`src/rtl/fetch_queue_if.sv`:
```
// Fetch-stage bus: the cache request/response pair, decode stall and redirects, and the FIFO head.
// The master modport belongs to fetch_queue; the slave side is the cache/decode environment.
interface fetch_queue_if #(
  parameter int XLEN = 32
);
  logic            req_valid;
  logic [XLEN-1:0] req_addr;
  logic            cache_ack;
  logic [XLEN-1:0] cache_inst;
  logic            stall;
  logic            jal;
  logic            branch;
  logic [XLEN-1:0] j_target;
  logic [XLEN-1:0] b_target;
  logic            out_valid;
  logic [XLEN-1:0] out_pc;
  logic [XLEN-1:0] out_inst;

  modport master (
    output req_valid, req_addr, out_valid, out_pc, out_inst,
    input  cache_ack, cache_inst, stall, jal, branch, j_target, b_target
  );

  modport slave (
    input  req_valid, req_addr, out_valid, out_pc, out_inst,
    output cache_ack, cache_inst, stall, jal, branch, j_target, b_target
  );
endinterface

```
`src/rtl/fetch_queue.sv`:
```
// Fetch stage with a DEPTH-entry {pc, inst} prefetch FIFO between the instruction cache and decode.
// Keeps one cache request in flight, flushes on jal/branch and drops stale responses.
module fetch_queue #(
  parameter int              XLEN     = 32,
  parameter int              DEPTH    = 4,
  parameter logic [XLEN-1:0] RESET_PC = '0,
  parameter logic [XLEN-1:0] NOP      = XLEN'(32'h0000_0013)
) (
  input  logic          clk,
  input  logic          rst,
  fetch_queue_if.master bus
);
  localparam int PW = $clog2(DEPTH);
  localparam int CW = PW + 1;

  // state     | meaning
  // IDLE      | nothing outstanding; may issue this cycle
  // WAIT      | request for fetch_pc outstanding, FIFO space reserved
  // WAIT_DROP | stale request outstanding; its response is discarded
  typedef enum logic [1:0] {IDLE, WAIT, WAIT_DROP} state_t;

  state_t          state;
  logic [XLEN-1:0] fetch_pc;
  logic [PW-1:0]   rd_ptr;
  logic [PW-1:0]   wr_ptr;
  logic [CW-1:0]   count;
  logic [XLEN-1:0] pc_mem   [DEPTH];
  logic [XLEN-1:0] inst_mem [DEPTH];

  logic            redir;
  logic [XLEN-1:0] redir_tgt;
  logic            not_empty;
  logic            full;
  logic            pop;
  logic            issue;
  logic            push;
  logic [XLEN-1:0] push_pc;
  logic [PW-1:0]   push_idx;

  always_comb begin
    redir     = bus.jal | bus.branch;
    redir_tgt = bus.jal ? bus.j_target : bus.b_target;
    not_empty = (count != '0);
    full      = (count == CW'(DEPTH));
    pop       = not_empty && !bus.stall && !redir;
    issue     = 1'b0;
    push      = 1'b0;
    push_pc   = fetch_pc;
    bus.req_addr = fetch_pc;
    // No request while reset is held, even though the state reads IDLE.
    if (rst) begin
      case (state)
        IDLE: begin
          if (redir) begin
            issue        = 1'b1;
            bus.req_addr = redir_tgt;
            push_pc      = redir_tgt;
            push         = bus.cache_ack;
          end else if (!full || pop) begin
            issue = 1'b1;
            push  = bus.cache_ack;
          end
        end
        WAIT:    push = bus.cache_ack && !redir;
        default: ;
      endcase
    end
    bus.req_valid = issue;
    push_idx      = redir ? '0 : wr_ptr;
    bus.out_valid = not_empty;
    bus.out_pc    = not_empty ? pc_mem[rd_ptr] : RESET_PC - XLEN'(4);
    bus.out_inst  = not_empty ? inst_mem[rd_ptr] : NOP;
  end

  always_ff @(posedge clk) begin
    if (push) begin
      pc_mem[push_idx]   <= push_pc;
      inst_mem[push_idx] <= bus.cache_inst;
    end
  end

  always_ff @(posedge clk or negedge rst) begin
    if (!rst) begin
      state    <= IDLE;
      fetch_pc <= RESET_PC;
      rd_ptr   <= '0;
      wr_ptr   <= '0;
      count    <= '0;
    end else begin
      // A redirect empties the FIFO; only a same-cycle hit on the target survives.
      if (redir) begin
        rd_ptr <= '0;
        wr_ptr <= push ? PW'(1) : '0;
        count  <= push ? CW'(1) : '0;
      end else begin
        if (push) wr_ptr <= wr_ptr + 1'b1;
        if (pop)  rd_ptr <= rd_ptr + 1'b1;
        if (push && !pop)      count <= count + 1'b1;
        else if (pop && !push) count <= count - 1'b1;
      end

      case (state)
        IDLE: begin
          if (redir) begin
            fetch_pc <= bus.cache_ack ? redir_tgt + XLEN'(4) : redir_tgt;
            state    <= bus.cache_ack ? IDLE : WAIT;
          end else if (issue) begin
            if (bus.cache_ack) fetch_pc <= fetch_pc + XLEN'(4);
            else               state    <= WAIT;
          end
        end
        WAIT: begin
          if (redir) begin
            fetch_pc <= redir_tgt;
            state    <= bus.cache_ack ? IDLE : WAIT_DROP;
          end else if (bus.cache_ack) begin
            fetch_pc <= fetch_pc + XLEN'(4);
            state    <= IDLE;
          end
        end
        WAIT_DROP: begin
          if (redir)         fetch_pc <= redir_tgt;
          if (bus.cache_ack) state    <= IDLE;
        end
        default: state <= IDLE;
      endcase
    end
  end
endmodule

```
`src/flat_wrapper.sv`:
```
// flat-port wrapper written by rule: the top's interface ports become plain ports
module fetch_queue_flat 
#(
  parameter int              XLEN     = 32,
  parameter int              DEPTH    = 4,
  parameter logic [XLEN-1:0] RESET_PC = '0,
  parameter logic [XLEN-1:0] NOP      = XLEN'(32'h0000_0013)
)
  (clk, rst, bus_req_valid, bus_req_addr, bus_out_valid, bus_out_pc, bus_out_inst, bus_cache_ack, bus_cache_inst, bus_stall, bus_jal, bus_branch, bus_j_target, bus_b_target);
  fetch_queue_if #(.XLEN(XLEN)) bus_i ();
  input  logic clk;
  input  logic rst;
  output wire logic [$bits(bus_i.req_valid)-1:0] bus_req_valid;
  output wire logic [$bits(bus_i.req_addr)-1:0] bus_req_addr;
  output wire logic [$bits(bus_i.out_valid)-1:0] bus_out_valid;
  output wire logic [$bits(bus_i.out_pc)-1:0] bus_out_pc;
  output wire logic [$bits(bus_i.out_inst)-1:0] bus_out_inst;
  input wire logic [$bits(bus_i.cache_ack)-1:0] bus_cache_ack;
  input wire logic [$bits(bus_i.cache_inst)-1:0] bus_cache_inst;
  input wire logic [$bits(bus_i.stall)-1:0] bus_stall;
  input wire logic [$bits(bus_i.jal)-1:0] bus_jal;
  input wire logic [$bits(bus_i.branch)-1:0] bus_branch;
  input wire logic [$bits(bus_i.j_target)-1:0] bus_j_target;
  input wire logic [$bits(bus_i.b_target)-1:0] bus_b_target;
  assign bus_req_valid = bus_i.req_valid;
  assign bus_req_addr = bus_i.req_addr;
  assign bus_out_valid = bus_i.out_valid;
  assign bus_out_pc = bus_i.out_pc;
  assign bus_out_inst = bus_i.out_inst;
  assign bus_i.cache_ack = bus_cache_ack;
  assign bus_i.cache_inst = bus_cache_inst;
  assign bus_i.stall = bus_stall;
  assign bus_i.jal = bus_jal;
  assign bus_i.branch = bus_branch;
  assign bus_i.j_target = bus_j_target;
  assign bus_i.b_target = bus_b_target;
  fetch_queue #(.XLEN(XLEN), .DEPTH(DEPTH), .RESET_PC(RESET_PC), .NOP(NOP)) u_core (.clk(clk), .rst(rst), .bus(bus_i));
endmodule
```
`config.mk`:
```
export PLATFORM = sky130hd
export DESIGN_NAME = fetch_queue_flat
export DESIGN_NICKNAME = d
export VERILOG_FILES = /design/src/rtl/fetch_queue_if.sv /design/src/rtl/fetch_queue.sv /design/src/flat_wrapper.sv
export SDC_FILE = /design/constraint.sdc
export NUM_CORES = 1
export LEC_CHECK = 0
export ABC_AREA = 0
export ABC_CLOCK_PERIOD_IN_PS = 7800
export BUFFER_PORTS_ARGS = -buffer_cell sky130_fd_sc_hd__buf_2
export CAP_MARGIN = 20
export CORE_ASPECT_RATIO = 0.8
export CORE_MARGIN = 3
export CORE_UTILIZATION = 58
export DETAILED_ROUTE_END_ITERATION = 8
export GPL_TIMING_DRIVEN = 0
export PLACE_DENSITY = 0.8
export SLEW_MARGIN = 40
export SYNTH_ARGS = -nofsm -noshare
export SYNTH_HDL_FRONTEND = slang
export SYNTH_SLANG_ARGS = --single-unit
```
`constraint.sdc`:
```
create_clock -name clk -period 7.8 [get_ports clk]
set_input_delay 1.17 -clock clk [delete_from_list [all_inputs] [get_ports clk]]
set_output_delay 1.17 -clock clk [all_outputs]
set_load 0.03 [all_outputs]
```
==> metrics <==
Floorplan Core Area about 25000 µm²; result of the run complete, no violations; Worst R2R Start u_core.state[1]; Worst-Skew Late Latency between 0.5 and 0.6 ns; top flip-flop cell by instance count after synthesis edfxtp_1; headroom to the max-slew limit between 30% and 40%; Arrival @ worst endpoint between 4 and 5 ns; Num CTS Buffers 29; transition time of the tightest slew-check pin 0.916 ns; Worst Path Class, Setup in -> out; buffers from clock root to sink, at most 3; number of fill cells 1698; worst-path cell chain clkbuf_1, or2_2, clkbuf_1, nand3_1, clkbuf_1, clkbuf_1, o21ai_0, buf_2; CTS tree done; drt pass-1 iters 6; leading cell type in the layout, fill and taps excluded edfxtp_1; post-synthesis async set-or-reset flop share approximately 14%; synthesized netlist cell count roughly 1100; total overflow reported by the global router 0; final-report hold violation count 0; Num Clock Sinks around 300; Top Family by Delay on Critical Path buffers and inverters; cell type contributing the most total cell area after synthesis edfxtp_1; sum of net half-perimeters after detailed placement about 34000 µm; Crit. End Element primary output; number of vias per cell approximately 6.9; Placed Instances between 1500 and 2000; Resize count post-CTS 0; global-route wire length before repair roughly 74000 µm; Vert. Die Dim between 100 and 150 µm; Final min period around 5.5 ns; post-layout net count approximately 1500; EDFF count, synth roughly 260; largest net degree at the start of global routing 49; share of Yosys cell area claimed by the top area cell type 52.3%; Net Count, Synth 1214; Crit path buffers/inverters 5; setup slack on the worst flop-to-flop path approximately 3.6 ns; endpoint of the worst hold path u_core.fetch_pc[0]; register clock-pin slew on the reported worst setup and hold paths 0.06 ns; number of standard cells in the final layout excluding fillers 1700; GRT Util Overall a little under two fifths; most repeated library cell on the critical path clkbuf_1; maximum fanout along the worst path 10; via count of the first global-routing pass 11400; static power due to leakage ~6.2 nW; Post-Place Cell Area 16400 µm²; top cells by area, synth edfxtp_1 52%, mux4_2 9.8%, dfrtp_1 7.0%; x dimension of the die 184 µm; initial antenna violation count 1; average detailed-routed wire length per instance roughly 30 µm; areal power density over the cells 327 nW/µm²; total of buffers placed on input and output ports 197; hold-fix buffers at CTS 0; full die area 27300 µm²; worst hold path depth 2; synthesis warning total 0; CP max stage cell o21ai_0; clk root buf clkbuf_16; count of different cell masters after synthesis 77; highest ir drop seen on vdd about 0.19 mV; hold wc startpoint u_core.fetch_pc[0]; worst r2r dst u_core.inst_mem[2][6]; count of buffers added by post-CTS timing repair for setup 0; RSZ-0062 raised after global routing no; Routed Antenna Nets 0; worst endpoint required time between 6 and 7 ns; number of design rule violations left after detail routing 0; Mapped Avg Cell Area about 13 µm²; layout cell share with drive strength beyond 1 just over 30%; fraction of the yosys area taken by sequential cells a little under 60%; number of primary I/O pins 200; total wirelength of the detailed-routed design between 50000 and 60000 µm; FF-to-FF path depth 12; growth of design area from synthesis to finish 17.9%; commonest cells after routing, fill and taps aside 256 x edfxtp_1, 219 x buf_2, 91 x nand2_1, 70 x o21ai_0, 64 x mux4_2; longest individual stage delay on the worst path roughly 0.78 ns; upper clock frequency limit around 0.18 GHz; Cell Area, Synth 14700 µm²; final std cell area, no fill between 15000 and 20000 µm²; final setup fails 0; initial cell density of the core around three fifths; max-slew violation count 0; number of DRC markers in iteration 0 1573; max-cap violation count 0; count of standard-cell rows slightly above 50; share of the clock period used by the worst path after layout a little under three quarters; Via Count 11700; number of H-tree levels 1; Final GP Congestion about 1.0; worst setup skew after layout 0.0284 ns; crit start category primary input; type of the tightest min-delay check reg -> reg; FF+latch count, synth slightly below 300
flip-flops by register name (all words and copies together), names as in the netlist:
register	count
u_core.rd_ptr	2
u_core.count	3
u_core.wr_ptr	2
u_core.pc_mem	128
u_core.state	2
u_core.inst_mem	128
u_core.fetch_pc	32
cells in the mapped netlist (all sizes together), types with 9 or more instances:
cell / n
o22ai: 15
nand3: 32
mux2: 9
clkbuf: 46
mux2i: 31
nor2: 49
or2: 36
o21ai: 81
mux4: 64
edfxtp: 256
buf: 27
nand4: 20
nor4: 11
o221ai: 9
dfrtp: 41
xnor2: 22
and3: 9
and2: 36
nor3: 23
a31oi: 14
inv: 12
nand2: 91
a21oi: 46
worst max path at each step:
stage | startpoint | endpoint | slack (ns) | cells after the start
after floorplan | bus_jal | u_core.inst_mem[1][0] | 0.02 | 9
after global placement | bus_jal | u_core.pc_mem[1][29] | -3.71 | 9
after detailed placement | bus_jal | bus_req_addr[14] | 2.40 | 9
after CTS | bus_jal | bus_req_addr[14] | 2.40 | 9
after global routing | bus_branch | bus_req_addr[2] | 2.30 | 8
final | bus_branch | bus_req_addr[2] | 2.27 | 8
final cells by class:
type / instances / area, µm² / share of cell area, %
diodes: 1 / 2.50 / 0.0144
clock inverters: 21 / 209 / 1.21
well taps: 318 / 398 / 2.30
flip-flops and latches: 297 / 8710 / 50.3
multi-input cells: 720 / 5640 / 32.5
inverters: 14 / 52.6 / 0.303
repair buffers: 223 / 1240 / 7.18
clock buffers: 33 / 751 / 4.33
plain buffers: 73 / 323 / 1.86
through the flow:
step	TNS [ns]	util [%]	power [mW]	setup WS, ns	hold slack, ns
2_1_floorplan	0	-	3.43	0.0181	0.470
3_3_place_gp	-439.36	65.3	4.14	-3.71	0.501
3_5_place_dp	0	66.4	4.17	2.40	0.498
4_1_cts	0	70.3	5.61	2.40	0.512
5_1_grt	0	70.4	5.85	2.30	0.540
6_report	0	70.4	5.67	2.27	0.513
tightest hold or removal path: cells and delay by family, from the launching register on:
| kind | cells | cell delay (ns) |
|---|---|---|
| AOI/OAI and AO/OA | 1 | 0.06 |
| DFF | 1 | 0.37 |
| and+or+nand+nor | 1 | 0.05 |
power breakdown:
group	total [mW]	internal, mW	switching, mW	leakage, nW
Combinational	2.10	0.606	1.49	2.88
Clock	1.43	0.798	0.633	0.459
Sequential	2.15	2.00	0.152	2.84
cell families after synthesis:
family / after synthesis / share of synthesized area [%]
flops: 297 / 59.3
buf+inv: 87 / 2.53
compound gates: 238 / 10.5
fa+ha+maj: 8 / 0.732
mux: 104 / 12.6
xor+xnor: 29 / 1.73
simple gates: 341 / 12.6
routing by layer:
layer / vias to the layer above / share of wire (%) / GRT usage [%]
li1: 4837 / - / -
met4: 0 / 4.7 / 14.4
met5: - / 0 / 0
met2: 854 / 47 / 58.1
met3: 159 / 10 / 6.26
met1: 5886 / 38 / 51.7
Note: power is estimated with default switching activity, not from simulation.
